`src/rtl/axi_lite_pkg.sv`:
```
// ============================================================================
// Module   : axi_lite_pkg
// Brief    : AXI4-Lite response codes and read/write engine state encodings.
// Revision : 1.0 - initial release
// ============================================================================
`default_nettype none

package axi_lite_pkg;

  localparam logic [1:0] OKAY   = 2'b00;
  localparam logic [1:0] EXOKAY = 2'b01;
  localparam logic [1:0] SLVERR = 2'b10;
  localparam logic [1:0] DECERR = 2'b11;

  typedef enum logic [1:0] {
    R_IDLE = 2'd0,
    R_ADDR = 2'd1,
    R_DATA = 2'd2
  } rd_state_t;

  typedef enum logic [1:0] {
    W_IDLE = 2'd0,
    W_XFER = 2'd1,
    W_RESP = 2'd2
  } wr_state_t;

endpackage

`default_nettype wire

```
`src/rtl/axi_lite_master.sv`:
```
// ============================================================================
// Module   : axi_lite_master
// Brief    : AXI4-Lite master with independent read and write engines and
//            client-visible RRESP/BRESP.
// Revision : 1.0 - initial release
// ============================================================================
`default_nettype none

module axi_lite_master
  import axi_lite_pkg::*;
#(
  parameter int ADDR_W = 32,
  parameter int DATA_W = 32
) (
  input  logic                  clk,
  input  logic                  resetn,

  input  logic                  rd_req_valid,
  output logic                  rd_req_ready,
  input  logic [ADDR_W-1:0]     rd_addr,
  output logic                  rd_resp_valid,
  output logic [DATA_W-1:0]     rd_resp_data,
  output logic [1:0]            rd_resp_err,

  input  logic                  wr_req_valid,
  output logic                  wr_req_ready,
  input  logic [ADDR_W-1:0]     wr_addr,
  input  logic [DATA_W-1:0]     wr_data,
  input  logic [DATA_W/8-1:0]   wr_strb,
  output logic                  wr_resp_valid,
  output logic [1:0]            wr_resp_err,

  output logic [ADDR_W-1:0]     M_AXI_ARADDR,
  output logic                  M_AXI_ARVALID,
  input  logic                  M_AXI_ARREADY,
  input  logic [DATA_W-1:0]     M_AXI_RDATA,
  input  logic [1:0]            M_AXI_RRESP,
  input  logic                  M_AXI_RVALID,
  output logic                  M_AXI_RREADY,

  output logic [ADDR_W-1:0]     M_AXI_AWADDR,
  output logic                  M_AXI_AWVALID,
  input  logic                  M_AXI_AWREADY,
  output logic [DATA_W-1:0]     M_AXI_WDATA,
  output logic [DATA_W/8-1:0]   M_AXI_WSTRB,
  output logic                  M_AXI_WVALID,
  input  logic                  M_AXI_WREADY,
  input  logic [1:0]            M_AXI_BRESP,
  input  logic                  M_AXI_BVALID,
  output logic                  M_AXI_BREADY
);

  // --------------------------------------------------------------------------
  // Read engine
  // --------------------------------------------------------------------------
  rd_state_t             r_rd_state;
  logic                  r_rd_ready;
  logic                  r_arvalid;
  logic                  r_rready;
  logic                  r_rd_resp_valid;
  logic [ADDR_W-1:0]     r_araddr;
  logic [DATA_W-1:0]     r_rd_data;
  logic [1:0]            r_rd_err;

  // Ready is registered so that every output is low while reset is held.
  always_ff @(posedge clk or negedge resetn) begin
    if (!resetn) begin
      r_rd_state      <= R_IDLE;
      r_rd_ready      <= 1'b0;
      r_arvalid       <= 1'b0;
      r_rready        <= 1'b0;
      r_rd_resp_valid <= 1'b0;
      r_araddr        <= '0;
      r_rd_data       <= '0;
      r_rd_err        <= 2'b00;
    end else begin
      r_rd_resp_valid <= 1'b0;
      case (r_rd_state)
        R_IDLE: begin
          r_rd_ready <= 1'b1;
          if (rd_req_valid && r_rd_ready) begin
            r_araddr   <= rd_addr;
            r_arvalid  <= 1'b1;
            r_rd_ready <= 1'b0;
            r_rd_state <= R_ADDR;
          end
        end
        R_ADDR: begin
          if (M_AXI_ARREADY) begin
            r_arvalid  <= 1'b0;
            r_rready   <= 1'b1;
            r_rd_state <= R_DATA;
          end
        end
        R_DATA: begin
          if (M_AXI_RVALID) begin
            r_rd_data       <= M_AXI_RDATA;
            r_rd_err        <= M_AXI_RRESP;
            r_rd_resp_valid <= 1'b1;
            r_rready        <= 1'b0;
            r_rd_ready      <= 1'b1;
            r_rd_state      <= R_IDLE;
          end
        end
        default: begin
          r_arvalid  <= 1'b0;
          r_rready   <= 1'b0;
          r_rd_ready <= 1'b0;
          r_rd_state <= R_IDLE;
        end
      endcase
    end
  end

  // --------------------------------------------------------------------------
  // Write engine
  // --------------------------------------------------------------------------
  wr_state_t             r_wr_state;
  logic                  r_wr_ready;
  logic                  r_awvalid;
  logic                  r_wvalid;
  logic                  r_bready;
  logic                  r_aw_done;
  logic                  r_w_done;
  logic                  r_wr_resp_valid;
  logic [ADDR_W-1:0]     r_awaddr;
  logic [DATA_W-1:0]     r_wdata;
  logic [DATA_W/8-1:0]   r_wstrb;
  logic [1:0]            r_wr_err;

  logic                  w_aw_hs;
  logic                  w_w_hs;
  logic                  w_aw_ok;
  logic                  w_w_ok;

  // A channel counts as done if it completed earlier or is completing now.
  assign w_aw_hs = r_awvalid && M_AXI_AWREADY;
  assign w_w_hs  = r_wvalid  && M_AXI_WREADY;
  assign w_aw_ok = r_aw_done || w_aw_hs;
  assign w_w_ok  = r_w_done  || w_w_hs;

  always_ff @(posedge clk or negedge resetn) begin
    if (!resetn) begin
      r_wr_state      <= W_IDLE;
      r_wr_ready      <= 1'b0;
      r_awvalid       <= 1'b0;
      r_wvalid        <= 1'b0;
      r_bready        <= 1'b0;
      r_aw_done       <= 1'b0;
      r_w_done        <= 1'b0;
      r_wr_resp_valid <= 1'b0;
      r_awaddr        <= '0;
      r_wdata         <= '0;
      r_wstrb         <= '0;
      r_wr_err        <= 2'b00;
    end else begin
      r_wr_resp_valid <= 1'b0;
      case (r_wr_state)
        W_IDLE: begin
          r_wr_ready <= 1'b1;
          if (wr_req_valid && r_wr_ready) begin
            r_awaddr   <= wr_addr;
            r_wdata    <= wr_data;
            r_wstrb    <= wr_strb;
            r_awvalid  <= 1'b1;
            r_wvalid   <= 1'b1;
            r_aw_done  <= 1'b0;
            r_w_done   <= 1'b0;
            r_wr_ready <= 1'b0;
            r_wr_state <= W_XFER;
          end
        end
        W_XFER: begin
          if (w_aw_hs) begin
            r_awvalid <= 1'b0;
            r_aw_done <= 1'b1;
          end
          if (w_w_hs) begin
            r_wvalid <= 1'b0;
            r_w_done <= 1'b1;
          end
          if (w_aw_ok && w_w_ok) begin
            r_bready   <= 1'b1;
            r_wr_state <= W_RESP;
          end
        end
        W_RESP: begin
          if (M_AXI_BVALID) begin
            r_wr_err        <= M_AXI_BRESP;
            r_wr_resp_valid <= 1'b1;
            r_bready        <= 1'b0;
            r_wr_ready      <= 1'b1;
            r_wr_state      <= W_IDLE;
          end
        end
        default: begin
          r_awvalid  <= 1'b0;
          r_wvalid   <= 1'b0;
          r_bready   <= 1'b0;
          r_wr_ready <= 1'b0;
          r_wr_state <= W_IDLE;
        end
      endcase
    end
  end

  // --------------------------------------------------------------------------
  // Outputs
  // --------------------------------------------------------------------------
  assign rd_req_ready  = r_rd_ready;
  assign rd_resp_valid = r_rd_resp_valid;
  assign rd_resp_data  = r_rd_data;
  assign rd_resp_err   = r_rd_err;

  assign wr_req_ready  = r_wr_ready;
  assign wr_resp_valid = r_wr_resp_valid;
  assign wr_resp_err   = r_wr_err;

  assign M_AXI_ARADDR  = r_araddr;
  assign M_AXI_ARVALID = r_arvalid;
  assign M_AXI_RREADY  = r_rready;

  assign M_AXI_AWADDR  = r_awaddr;
  assign M_AXI_AWVALID = r_awvalid;
  assign M_AXI_WDATA   = r_wdata;
  assign M_AXI_WSTRB   = r_wstrb;
  assign M_AXI_WVALID  = r_wvalid;
  assign M_AXI_BREADY  = r_bready;

endmodule

`default_nettype wire

```
`config.mk`:
```
export PLATFORM = sky130hd
export DESIGN_NAME = axi_lite_master
export DESIGN_NICKNAME = d
export VERILOG_FILES = /design/src/rtl/axi_lite_pkg.sv /design/src/rtl/axi_lite_master.sv
export SDC_FILE = /design/constraint.sdc
export NUM_CORES = 1
export LEC_CHECK = 0
export ABC_CLOCK_PERIOD_IN_PS = 4550
export BUFFER_PORTS_ARGS = -buffer_cell sky130_fd_sc_hd__buf_2
export CORE_MARGIN = 2
export CORE_UTILIZATION = 49
export DETAILED_ROUTE_END_ITERATION = 12
export HOLD_SLACK_MARGIN = 0.03
export PLACE_DENSITY = 0.85
export SYNTH_ARGS = -nofsm -noshare
export SYNTH_HDL_FRONTEND = slang
export SYNTH_SLANG_ARGS = --single-unit
```
`constraint.sdc`:
```
create_clock -name clk -period 4.55 [get_ports clk]
set_clock_uncertainty 0.2 [all_clocks]
set_input_delay 0.455 -clock clk [delete_from_list [all_inputs] [get_ports clk]]
set_output_delay 0.455 -clock clk [all_outputs]
set_load 0.01 [all_outputs]
```
Word level (Yosys, flattened, before mapping):

Index checks and enable logic that the tools add are counted.

* memories kept: 0
* logic and storage cells: 100
* memory bits (writable): 0
* register bits: 151
* bits in latches: 0
* input bits: 145
* memory bits (read-only): 0

* divide/modulo/power cells: 0
* bitwise operators: 6
* reduce and logical (&&, ||, !) cells: 25
* mux-type cells: 37
* $add $sub $neg: 0
* $mul: 0
* magnitude comparators: 0
* shift-type cells: 0
* eq/ne operators: 12

Operators by type and width (count)
* 3-bit AND reduction: 9
* 1-bit case mux with 3 select lines: 7
* 1-bit two-way mux: 20
* 2-bit != test, second input constant: 8
* 2-bit two-way mux: 6
* 2-bit case mux with 3 select lines: 2
* 2-bit AND reduction: 6
* 1-bit inverter: 6
* 1-bit logical AND: 5
* 2-bit by 1-bit == test with 1-bit output, second input constant: 2
* 2-bit == test, second input constant: 2
* 2-bit zero test: 2
* 1-bit case mux with 2 select lines: 2
* 1-bit logical OR: 2
* 2-bit nonzero test: 1

Longest topological paths before layout:

Gate-level depths: netlist of the first run.

* depth in word-level cells: 5
* depth in mapped cells: 7
* gate-level depth less buffers: 3

Worst setup path before layout of the first run:

OpenSTA, ideal clock, no wires.

* kind: reg-to-reg
* from: register r_wr_state[0]
* to: register r_awaddr[22] (netlist: M_AXI_AWADDR[22])
* buffers on the path: 4
* path slack: 2.691 ns
* clock period less this slack: 1.859 ns
* data required time: 4.225 ns
* data arrival time: 1.534 ns
* cell stages (with the launch flop): 8
* cell sequence: dfrtp_1 buf_6 and3b_1 nor2b_4 buf_6 buf_8 buf_12 mux2_4

* cells in the longest elaborated chain, start to end: 2

RTL lines
* start, declared: RTL line axi_lite_master.sv:118 `wr_state_t r_wr_state;`
* start signal, assigned: RTL line axi_lite_master.sv:144 `r_wr_state <= W_IDLE;`
* start signal, assigned: RTL line axi_lite_master.sv:170 `r_wr_state <= W_XFER;`
* start signal, assigned: RTL line axi_lite_master.sv:184 `r_wr_state <= W_RESP;`
* 2-bit zero test: RTL line axi_lite_master.sv:158 `case (r_wr_state)`
* 2-bit AND reduction (no source line)
* end signal, assigned: RTL line axi_lite_master.sv:162 `r_awaddr <= wr_addr;`
* end, declared: RTL line axi_lite_master.sv:126 `logic [ADDR_W-1:0] r_awaddr;`

No other way between the ends.
A chain may end at the register's enable or synchronous reset.

Worst setup path after layout of the first run:

* from: register r_wr_state[0]
* to: register r_wdata[20] (netlist: M_AXI_WDATA[20])

* cells in the longest elaborated chain, start to end: 2

RTL lines
* 2-bit zero test: RTL line axi_lite_master.sv:158
* 2-bit AND reduction (no source line)
* end signal, assigned: RTL line axi_lite_master.sv:163 `r_wdata <= wr_data;`
* end, declared: RTL line axi_lite_master.sv:127 `logic [DATA_W-1:0] r_wdata;`

No other way between the ends.

==> results.sh, run 1 <==
export IMPL_postCtsSetupBuffers=0
export IMPL_fillers=810
export IMPL_place_congestion=0.8149
export IMPL_grt_pass1_vias=4289
export IMPL_yosysUniqueCellTypes=28
export IMPL_hpwl_mm=10.19
export IMPL_worst_path_max_fanout=42
export IMPL_status="finished clean"
export IMPL_die_area_sq_um=12680
export IMPL_cp_slowest_stage_delay_ps=780
export IMPL_antennaDiodeCount=0
export IMPL_syn_area_sq_um=5778
export IMPL_ys_warn_count=0
export IMPL_cts_buffers=17
export IMPL_synth_top_area_cell="dfrtp_1"
export IMPL_grt_first_pass_wirelength_mm=21.40
export IMPL_coreArea_sq_um=11470
export IMPL_finish_utilization=0.6834
export IMPL_ys_flop_type="dfrtp_1"
export IMPL_crit_chain="and3b_1 > nor2b_4 > buf_12 > mux2_2"
export IMPL_criticalPathCategory="reg2reg"
export IMPL_pre_cts_slack_ps=1959
export IMPL_post_drt_via_cell_ratio=5.028
export IMPL_ioPinCount=290
export IMPL_critPathArrivalTime_ps=2700
export IMPL_max_cap_violations=0
export IMPL_fp_dieW_um=112.6
export IMPL_cp_start_kind="register"
export IMPL_htree_levels=4
export IMPL_die_height_um=112.6
export IMPL_setup_slack_ps=1938
export IMPL_fin_nets=793
export IMPL_path_buf_inv=1
export IMPL_syn_to_final_growth_pct=35.62
export IMPL_cts_buffer_depth=2
export IMPL_powerDensity_nw_per_um2=757.0
export IMPL_final_setup_tns_ps=0
export IMPL_clkSinkCount=151
export IMPL_gr_total_overflow=0
export IMPL_root_buffer="clkbuf_16"
export IMPL_routedWlPerCell_um=17.12
export IMPL_synth_seq_area_share=0.6540
export IMPL_grt_max_degree=113
export IMPL_antenna_found_initial=0
export IMPL_synth_top_area_share=0.6540
export IMPL_ant_nets=0
export IMPL_tightest_slew_ps=988.4
export IMPL_initialDrtViolationCount=204
export IMPL_start_util=0.5039
export IMPL_gr_usage_all_layers=0.2190
export IMPL_routed_wl_mm=13.70
export IMPL_num_vias=4022
export IMPL_fin_crit_sh=0.5740
export IMPL_drv_slew=0
export IMPL_drt_first_pass_iters=4
export IMPL_whs_ps=75.40
export IMPL_drive_gt1_frac=0.6986
export IMPL_clkLatencyLatePin_ps=410
export IMPL_final_cell_mix="buf_2 (288), dfrtp_1 (151), mux2_2 (128), clkbuf_16 (17), inv_1 (11)"
export IMPL_synth_cells=353
export IMPL_maxSlewHeadroom=0.3411
export IMPL_core_rowCount=39
export IMPL_ys_top_cells_by_area="dfrtp_1 (65%), mux2_2 (25%), mux2_4 (2.3%), inv_1 (0.71%), buf_4 (0.65%)"
export IMPL_critPathCaptureType="register"
export IMPL_crit_family="simple AND/OR/NAND/NOR gates"
export IMPL_min_period_ps=2612
export IMPL_slowest_stage="nor2b_4"
export IMPL_portBuffers=289
export IMPL_hold_path_class="in2reg"
export IMPL_required_ps=4640
export IMPL_fmax_mhz=382.9
export IMPL_drc=0
export IMPL_synth_avg_cell_area_sq_um=16.37
export IMPL_grt_setup_unrepaired="no"
export IMPL_synth_nets=498
export IMPL_leakage_nw=3.950
export IMPL_clk_pin_slew_ps=60
export IMPL_synth_seq_cells=151
export IMPL_finalHoldViolCount=0
export IMPL_synth_async_reset_ratio=1.000
export IMPL_final_common_cell="buf_2"
export IMPL_cts_tree="built"
export IMPL_irDropWorstVdd_uv=446.2
export IMPL_setup_viol=0
export IMPL_synth_edf_count=0
cells in the mapped netlist, types with 2 or more instances:
library cell,count
a221oi_1,2
buf_4,5
nand2_1,5
inv_1,11
o22ai_1,3
mux2_2,128
mux2_4,9
nand3b_1,2
buf_6,3
buf_2,7
o21ai_0,2
a2bb2oi_1,2
o21bai_1,2
a21oi_1,6
nor2_1,2
a32o_1,2
dfrtp_1,151
routing by layer:
layer  global-route usage  up-vias  routed length (um)
met5                    0        -                   0
met4              0.09675        0                 258
met3              0.06371       22                 941
met2               0.3980      166                7545
met1               0.2355     1989                4954
li1                     -     1845                   -
cell families (layout without fill, tap and decap cells):
kind of cell / Yosys count / count (layout) / synth area share
compound gates: 20 / 20 / 0.02382
flops: 151 / 151 / 0.6540
simple gates: 16 / 16 / 0.01711
buf+inv: 29 / 333 / 0.03226
mux: 137 / 137 / 0.2728
stage by stage:
step	area [sq um]	cells	power [mW]
finish	7836	800	5.932
global route	7836	800	6.276
CTS	7836	800	5.996
detailed placement	7313	771	4.743
global placement	7313	771	4.620
floorplan	5778	353	3.789
where the power goes:
group | switching, mW | total [mW] | internal [mW]
Combinational | 1.05 | 2.28 | 1.23
Clock | 0.490 | 1.23 | 0.737
Sequential | 0.396 | 2.43 | 2.03
registers in the layout (all words and copies together), names as in the netlist:
signal	flops
M_AXI_AWVALID	1
M_AXI_WDATA	32
rd_resp_err	2
rd_resp_valid	1
wr_req_ready	1
wr_resp_err	2
M_AXI_AWADDR	32
r_w_done	1
M_AXI_BREADY	1
M_AXI_WSTRB	4
wr_resp_valid	1
r_wr_state	2
rd_req_ready	1
r_rd_state	2
M_AXI_WVALID	1
M_AXI_ARADDR	32
rd_resp_data	32
M_AXI_ARVALID	1
M_AXI_RREADY	1
r_aw_done	1
path summary, 6_finish.rpt:
check | cells past startpoint | endpoint | slack (ps) | from
setup / recovery | 4 | M_AXI_WDATA[20] | 1940 | r_wr_state[0]
hold / removal | 2 | M_AXI_AWADDR[14] | 80 | wr_addr[14]
setup reg to reg | 4 | M_AXI_WDATA[20] | 1940 | r_wr_state[0]
hold reg to reg | 1 | M_AXI_ARADDR[4] | 300 | M_AXI_ARADDR[4]
max in group asynchronous | 3 | rd_resp_data[24] | 2480 | resetn
min in group asynchronous | 2 | M_AXI_ARADDR[18] | 560 | resetn
timing repair:
item,in CTS,in global routing
hold buffers,1,0
resized for setup,0,0
endpoints found under the setup margin,0,0
endpoints found under the hold margin,40,0
layout make-up:
type / count / area, sq um / area share
inverters: 11 / 41.29 / 0.005269
multi-input cells: 173 / 1819 / 0.2322
clock inverters: 5 / 25.02 / 0.003193
well taps: 143 / 178.9 / 0.02283
clock buffers: 23 / 488.0 / 0.06227
flip-flops and latches: 151 / 3779 / 0.4822
repair buffers: 294 / 1505 / 0.1921
No activity file was read; power rests on OpenSTA's default activity.
==> run 2: changes to the inputs <==
--- a/config.mk
+++ b/config.mk
@@ -5,13 +5,14 @@
 export SDC_FILE = /design/constraint.sdc
 export NUM_CORES = 1
 export LEC_CHECK = 0
-export ABC_CLOCK_PERIOD_IN_PS = 4550
+export ABC_AREA = 1
+export ABC_CLOCK_PERIOD_IN_PS = 2600
 export BUFFER_PORTS_ARGS = -buffer_cell sky130_fd_sc_hd__buf_2
 export CORE_MARGIN = 2
-export CORE_UTILIZATION = 49
+export CORE_UTILIZATION = 46
 export DETAILED_ROUTE_END_ITERATION = 12
 export HOLD_SLACK_MARGIN = 0.03
-export PLACE_DENSITY = 0.85
+export PLACE_DENSITY = 0.81
 export SYNTH_ARGS = -nofsm -noshare
 export SYNTH_HDL_FRONTEND = slang
 export SYNTH_SLANG_ARGS = --single-unit
==> constraint.sdc (replaced) <==
create_clock -name clk -period 2.6 [get_ports clk]
set_clock_uncertainty 0.2 [all_clocks]
set_input_delay 0.26 -clock clk [delete_from_list [all_inputs] [get_ports clk]]
set_output_delay 0.26 -clock clk [all_outputs]
set_load 0.01 [all_outputs]
==> run 2 against run 1 <==
Flip-flop and latch count stayed put. First-iteration DRC count grew 140%. Critical path depth is 2 higher. Critical endpoint is now rd_resp_data[18].
==> results.sh, run 2 <==
export IMPL_cts_buffers=17
export IMPL_hpwl_mm=10.87
export IMPL_finalHoldViolCount=0
export IMPL_path_buf_inv=3
export IMPL_htree_levels=4
export IMPL_syn_to_final_growth_pct=62.95
export IMPL_cp_start_kind="primary input"
export IMPL_synth_avg_cell_area_sq_um=8.825
export IMPL_fp_dieW_um=116.0
export IMPL_grt_pass1_vias=6573
export IMPL_syn_area_sq_um=5772
export IMPL_die_area_sq_um=13460
export IMPL_core_rowCount=40
export IMPL_final_cell_mix="nand2_1 (376), buf_2 (288), dfrtp_1 (151), dlygate4sd3_1 (145), inv_1 (45)"
export IMPL_synth_top_area_cell="dfrtp_1"
export IMPL_grt_setup_unrepaired="no"
export IMPL_p_int_mw=6.315
export IMPL_synth_nets=799
export IMPL_place_congestion=0.8012
export IMPL_drc=0
export IMPL_synth_seq_cells=151
export IMPL_final_setup_tns_ps=0
export IMPL_grt_max_degree=81
export IMPL_tightest_slew_ps=951.6
export IMPL_ys_warn_count=0
export IMPL_ant_nets=0
export IMPL_grt_first_pass_wirelength_mm=31.66
export IMPL_synth_edf_count=0
export IMPL_crit_chain="dlygate4sd3_1 > buf_2 > nand3_2 > clkinv_1 > nand2_1 > nand2_1"
export IMPL_synth_cells=654
export IMPL_ff_latch_area_sq_um=3779
export IMPL_num_vias=6200
export IMPL_drive_gt1_frac=0.3000
export IMPL_slowest_stage="clkinv_1"
export IMPL_portBuffers=289
export IMPL_cts_buffer_depth=2
export IMPL_leakage_nw=5.407
export IMPL_synth_seq_area_share=0.6547
export IMPL_irDropWorstVdd_uv=689.5
export IMPL_ys_top_cells_by_area="dfrtp_1 (65%), nand2_1 (24%), o21ai_0 (3.1%), inv_1 (2.9%), buf_2 (1.8%)"
export IMPL_power_share_clock=0.225
export IMPL_fin_nets=1232
export IMPL_post_drt_via_cell_ratio=4.874
export IMPL_max_cap_violations=0
export IMPL_drt_first_pass_iters=6
export IMPL_root_buffer="clkbuf_16"
export IMPL_status="finished clean"
export IMPL_critPathCaptureType="register"
export IMPL_cpMostUsedCell="nand2_1"
export IMPL_placed_cell_area_sq_um=7382
export IMPL_fillers=706
export IMPL_critPathArrivalTime_ps=2230
export IMPL_coreArea_sq_um=12110
export IMPL_synth_async_reset_ratio=1.000
export IMPL_clkSinkCount=151
export IMPL_synth_commonest_cells="nand2_1 (376), dfrtp_1 (151), inv_1 (45)"
export IMPL_cts_resized=0
export IMPL_crit_family="buffers and inverters"
export IMPL_worst_path_max_fanout=35
export IMPL_hold_path_class="in2reg"
export IMPL_start_util=0.4765
export IMPL_cp_slowest_stage_delay_ps=730
export IMPL_yosysMostFrequentCell="nand2_1"
export IMPL_setup_viol=0
export IMPL_yosysUniqueCellTypes=16
export IMPL_ioPinCount=290
export IMPL_synth_top_area_share=0.6547
export IMPL_die_height_um=116.0
export IMPL_swShare=0.3868
export IMPL_gr_usage_all_layers=0.3118
export IMPL_setup_slack_ps=465.5
export IMPL_initialDrtViolationCount=491
export IMPL_routed_wl_mm=20.51
export IMPL_clkLatencyLatePin_ps=420
export IMPL_cts_tree="built"
export IMPL_ys_flop_type="dfrtp_1"
export IMPL_clk_pin_slew_ps=60
export IMPL_multiInputGateArea_sq_um=1699
export IMPL_pre_cts_slack_ps=665.8
export IMPL_antenna_found_initial=0
export IMPL_min_period_ps=2135
export IMPL_fmax_mhz=468.5
export IMPL_routedWlPerCell_um=16.12
export IMPL_maxSlewHeadroom=0.3617
export IMPL_required_ps=2700
export IMPL_powerDensity_nw_per_um2=1095
export IMPL_gr_total_overflow=0
export IMPL_stdcell_area_sq_um=9405
export IMPL_power_frac_comb=0.379
export IMPL_fin_crit_sh=0.8210
export IMPL_drv_slew=0
export IMPL_criticalPathCategory="in2reg"
export IMPL_final_common_cell="nand2_1"
export IMPL_sequentialPowerShare=0.395
export IMPL_p_switching_mw=3.984
## run 2: final timing paths
| check | startpoint | end | slack, ps | cells past startpoint |
|---|---|---|---|---|
| min | wr_req_valid | wr_req_ready | 100 | 4 |
| max reg2reg | r_rd_state[0] | rd_resp_data[18] | 530 | 5 |
| max in group asynchronous | resetn | M_AXI_WDATA[9] | 1290 | 3 |
| min reg2reg | M_AXI_WDATA[23] | M_AXI_WDATA[23] | 260 | 2 |
| min in group asynchronous | resetn | rd_resp_data[22] | 130 | 2 |
| max | M_AXI_RVALID | rd_resp_data[18] | 470 | 6 |
## run 2: cell families (layout without fill, tap and decap cells)
group / count (synthesis) / after routing / share of synthesized area
and+or+nand+nor: 390 / 390 / 0.2578
buffers and inverters: 74 / 520 / 0.05289
other: 0 / 4 / 0
AOI/OAI and AO/OA: 39 / 39 / 0.03468
DFF: 151 / 151 / 0.6547
## run 2: layout make-up
cell class | instances | area share
well taps | 168 | 0.02235
clock inverters | 11 | 0.01078
clock buffers | 21 | 0.04896
inverters | 47 | 0.01876
diodes | 4 | 0.001064
repair buffers | 441 | 0.3157
flip-flops and latches | 151 | 0.4018
multi-input cells | 429 | 0.1807
## run 2: through the flow
stage | utilization | cells | hold slack (ps) | power [mW]
after floorplan | - | 654 | -235.6 | 5.929
after global placement | 0.6095 | 1091 | 11.34 | 7.413
after detailed placement | 0.6095 | 1091 | 15.03 | 7.569
after CTS | 0.7757 | 1268 | 46.73 | 10.11
after global routing | 0.7757 | 1268 | 135.4 | 10.98
final | 0.7766 | 1272 | 104.0 | 10.30
## run 2: routing by layer
metal	global-route usage	up-vias	part of all wire
met2	0.5571	339	0.53
met3	0.08107	89	0.071
met5	0	-	0
met1	0.3307	2933	0.36
met4	0.1865	0	0.044
li1	-	2839	-
## run 2: worst min-delay path: cells and delay by family
kind / cells / cell delay [ps]
and+or+nand+nor: 3 / 320
buffers and inverters: 1 / 80
## run 2: timing repair
| action | 4_1_cts | 5_1_grt |
|---|---|---|
| hold buffers | 145 | 0 |
| setup buffers | 0 | 0 |
| hold endpoints to repair | 227 | 0 |
## run 2: power groups by stage
stage,clock [mW],sequential [mW],combinational [mW]
floorplan,0,4.49,1.43
global placement,0,3.97,3.44
detailed placement,0,4.00,3.57
CTS,2.34,3.99,3.77
global route,2.48,4.17,4.33
finish,2.32,4.07,3.91
==> run 3: changes to the inputs <==
--- a/config.mk
+++ b/config.mk
@@ -6,13 +6,13 @@
 export NUM_CORES = 1
 export LEC_CHECK = 0
 export ABC_AREA = 1
-export ABC_CLOCK_PERIOD_IN_PS = 2600
+export ABC_CLOCK_PERIOD_IN_PS = 1900
 export BUFFER_PORTS_ARGS = -buffer_cell sky130_fd_sc_hd__buf_2
 export CORE_MARGIN = 2
-export CORE_UTILIZATION = 46
+export CORE_UTILIZATION = 41
 export DETAILED_ROUTE_END_ITERATION = 12
 export HOLD_SLACK_MARGIN = 0.03
-export PLACE_DENSITY = 0.81
+export PLACE_DENSITY = 0.76
 export SYNTH_ARGS = -nofsm -noshare
 export SYNTH_HDL_FRONTEND = slang
 export SYNTH_SLANG_ARGS = --single-unit
==> constraint.sdc (replaced) <==
create_clock -name clk -period 1.9 [get_ports clk]
set_clock_uncertainty 0.2 [all_clocks]
set_input_delay 0.19 -clock clk [delete_from_list [all_inputs] [get_ports clk]]
set_output_delay 0.19 -clock clk [all_outputs]
set_load 0.01 [all_outputs]
==> run 3 against run 2 <==
Combinational power up 35%. Global-route usage down 5.9 points. Final cell count up 0.86%. First-iteration DRC count down 10%. Non-clock buffer count up 7. Worst hold slack worse by 20 ps. Clock-buffer cell count down 2. Via count down 3.3%. Core utilization down 8.6 points. Total power up 39%. Critical path depth unchanged. Wire length down 6.4%. Critical endpoint is now wr_resp_err[1]. Largest power group unchanged.
==> results.sh, run 3 (synthesis gave the netlist of run 2 again) <==
export IMPL_critPathCaptureType="register"
export IMPL_slowest_stage="dlygate4sd3_1"
export IMPL_start_util=0.4174
export IMPL_maxSlewHeadroom=0.6325
export IMPL_place_congestion=0.7543
export IMPL_drt_first_pass_iters=5
export IMPL_gr_usage_all_layers=0.2531
export IMPL_worst_path_max_fanout=5
export IMPL_grt_first_pass_wirelength_mm=29.07
export IMPL_fin_nets=1239
export IMPL_core_rowCount=43
export IMPL_ant_nets=0
export IMPL_grt_pass1_vias=6170
export IMPL_placed_cell_area_sq_um=7465
export IMPL_leakage_nw=5.485
export IMPL_finalHoldViolCount=0
export IMPL_critPathArrivalTime_ps=1960
export IMPL_ioPinCount=290
export IMPL_drc=0
export IMPL_post_drt_via_cell_ratio=4.673
export IMPL_routedWlPerCell_um=14.95
export IMPL_tightest_slew_ps=551.2
export IMPL_fp_dieW_um=122.7
export IMPL_routed_wl_mm=19.19
export IMPL_hpwl_mm=11.28
export IMPL_cts_buffer_depth=2
export IMPL_die_area_sq_um=15040
export IMPL_final_cell_mix="nand2_1 (375), buf_2 (288), dfrtp_1 (151), dlygate4sd3_1 (147), inv_1 (45)"
export IMPL_clkSinkCount=151
export IMPL_powerDensity_nw_per_um2=1497
export IMPL_setup_slack_ps=94.60
export IMPL_drive_gt1_frac=0.3037
export IMPL_whs_ps=83.93
export IMPL_hold_path_class="in2async"
export IMPL_num_vias=5996
export IMPL_fmax_mhz=553.9
export IMPL_max_cap_violations=0
export IMPL_criticalPathCategory="reg2reg"
export IMPL_irDropWorstVdd_uv=856.9
export IMPL_pre_cts_slack_ps=289.1
export IMPL_stdcell_area_sq_um=9554
export IMPL_cts_buffers=17
export IMPL_drv_slew=0
export IMPL_gr_total_overflow=0
export IMPL_crit_family="buffers and inverters"
export IMPL_clkLatencyLatePin_ps=410
export IMPL_root_buffer="clkbuf_16"
export IMPL_setup_viol=0
export IMPL_fin_crit_sh=0.9502
export IMPL_status="finished clean"
export IMPL_htree_levels=4
export IMPL_min_period_ps=1805
export IMPL_cp_start_kind="register"
export IMPL_cts_tree="built"
export IMPL_die_height_um=122.7
export IMPL_coreArea_sq_um=13830
export IMPL_antennaDiodeCount=0
export IMPL_cpMostUsedCell="nand2_1"
export IMPL_clk_pin_slew_ps=60
export IMPL_path_buf_inv=2
export IMPL_syn_to_final_growth_pct=65.53
export IMPL_antenna_found_initial=0
export IMPL_required_ps=2050
export IMPL_fillers=988
export IMPL_cp_slowest_stage_delay_ps=560
export IMPL_grt_max_degree=67
export IMPL_crit_chain="nor2_2 > nand2_2 > inv_1 > nand2_1 > dlygate4sd3_1 > nand2_1"
export IMPL_initialDrtViolationCount=441
export IMPL_final_common_cell="nand2_1"
export IMPL_portBuffers=289
-- run 3: cell count changes in the layout (fill, tap and decap cells not counted), sizes merged --
cell         change
clkbuf           -2
diode            -4
clkinvlp         -4
clkinv           -1
buf              +5
bufinv           +3
dlygate4sd3      +2
-- run 3: repair_timing --
action / in CTS / in global routing
hold endpoints to repair: 299 / 0
resized for setup: 0 / 2
setup endpoints to repair: 0 / 2
hold buffers: 147 / 0
setup buffers: 0 / 1
-- run 3: worst register-to-register path, cell delays in order (launching register included) --
cell and delay, ps:
dfrtp_1 450, nor2_2 210, nand2_2 110, inv_1 100, nand2_1 60, dlygate4sd3_1 560
nand2_1 60
-- run 3: final cells by class --
class | instances | area (sq um) | share of cell area
flip-flops and latches | 151 | 3779 | 0.3955
clock inverters | 9 | 152.6 | 0.01598
clock buffers | 19 | 452.9 | 0.04741
multi-input cells | 429 | 1704 | 0.1784
well taps | 180 | 225.2 | 0.02357
inverters | 47 | 176.4 | 0.01847
repair buffers | 448 | 3064 | 0.3207
-- run 3: stage by stage --
step / utilization / std cells / total power, mW / setup TNS (ps)
global route: 0.6910 / 1283 / 15.29 / -19.85
floorplan: - / 654 / 8.114 / 0
detailed placement: 0.5399 / 1107 / 10.43 / 0
global placement: 0.5399 / 1107 / 10.24 / 0
finish: 0.6910 / 1283 / 14.30 / 0
CTS: 0.6901 / 1282 / 14.21 / 0
-- run 3: power by group --
| part | leakage, nW | switching, mW | internal [mW] | total [mW] |
|---|---|---|---|---|
| Sequential | 1.90 | 0.839 | 4.70 | 5.54 |
| Combinational | 3.30 | 3.15 | 2.13 | 5.28 |
| Clock | 0.289 | 1.25 | 2.23 | 3.49 |
-- run 3: worst paths after layout --
kind / endpoint / slack, ps / cells past startpoint / startpoint
setup / recovery: wr_resp_err[1] / 90 / 6 / r_wr_state[0]
hold / removal: M_AXI_WDATA[16] / 80 / 2 / resetn
setup reg to reg: wr_resp_err[1] / 90 / 6 / r_wr_state[0]
hold reg to reg: M_AXI_AWADDR[30] / 260 / 2 / M_AXI_AWADDR[30]
max in group asynchronous: M_AXI_WDATA[4] / 830 / 3 / resetn
min in group clk: M_AXI_AWADDR[30] / 260 / 2 / M_AXI_AWADDR[30]
-- run 3: routing by layer --
| metal | vias up | part of all wire | wire length, um | track usage |
|---|---|---|---|---|
| met4 | 0 | 0.030 | 578 | 0.1178 |
| met1 | 2812 | 0.37 | 7193 | 0.2805 |
| met2 | 287 | 0.52 | 10060 | 0.4528 |
| li1 | 2846 | - | - | - |
| met3 | 51 | 0.071 | 1355 | 0.06552 |
| met5 | - | 0 | 0 | 0 |
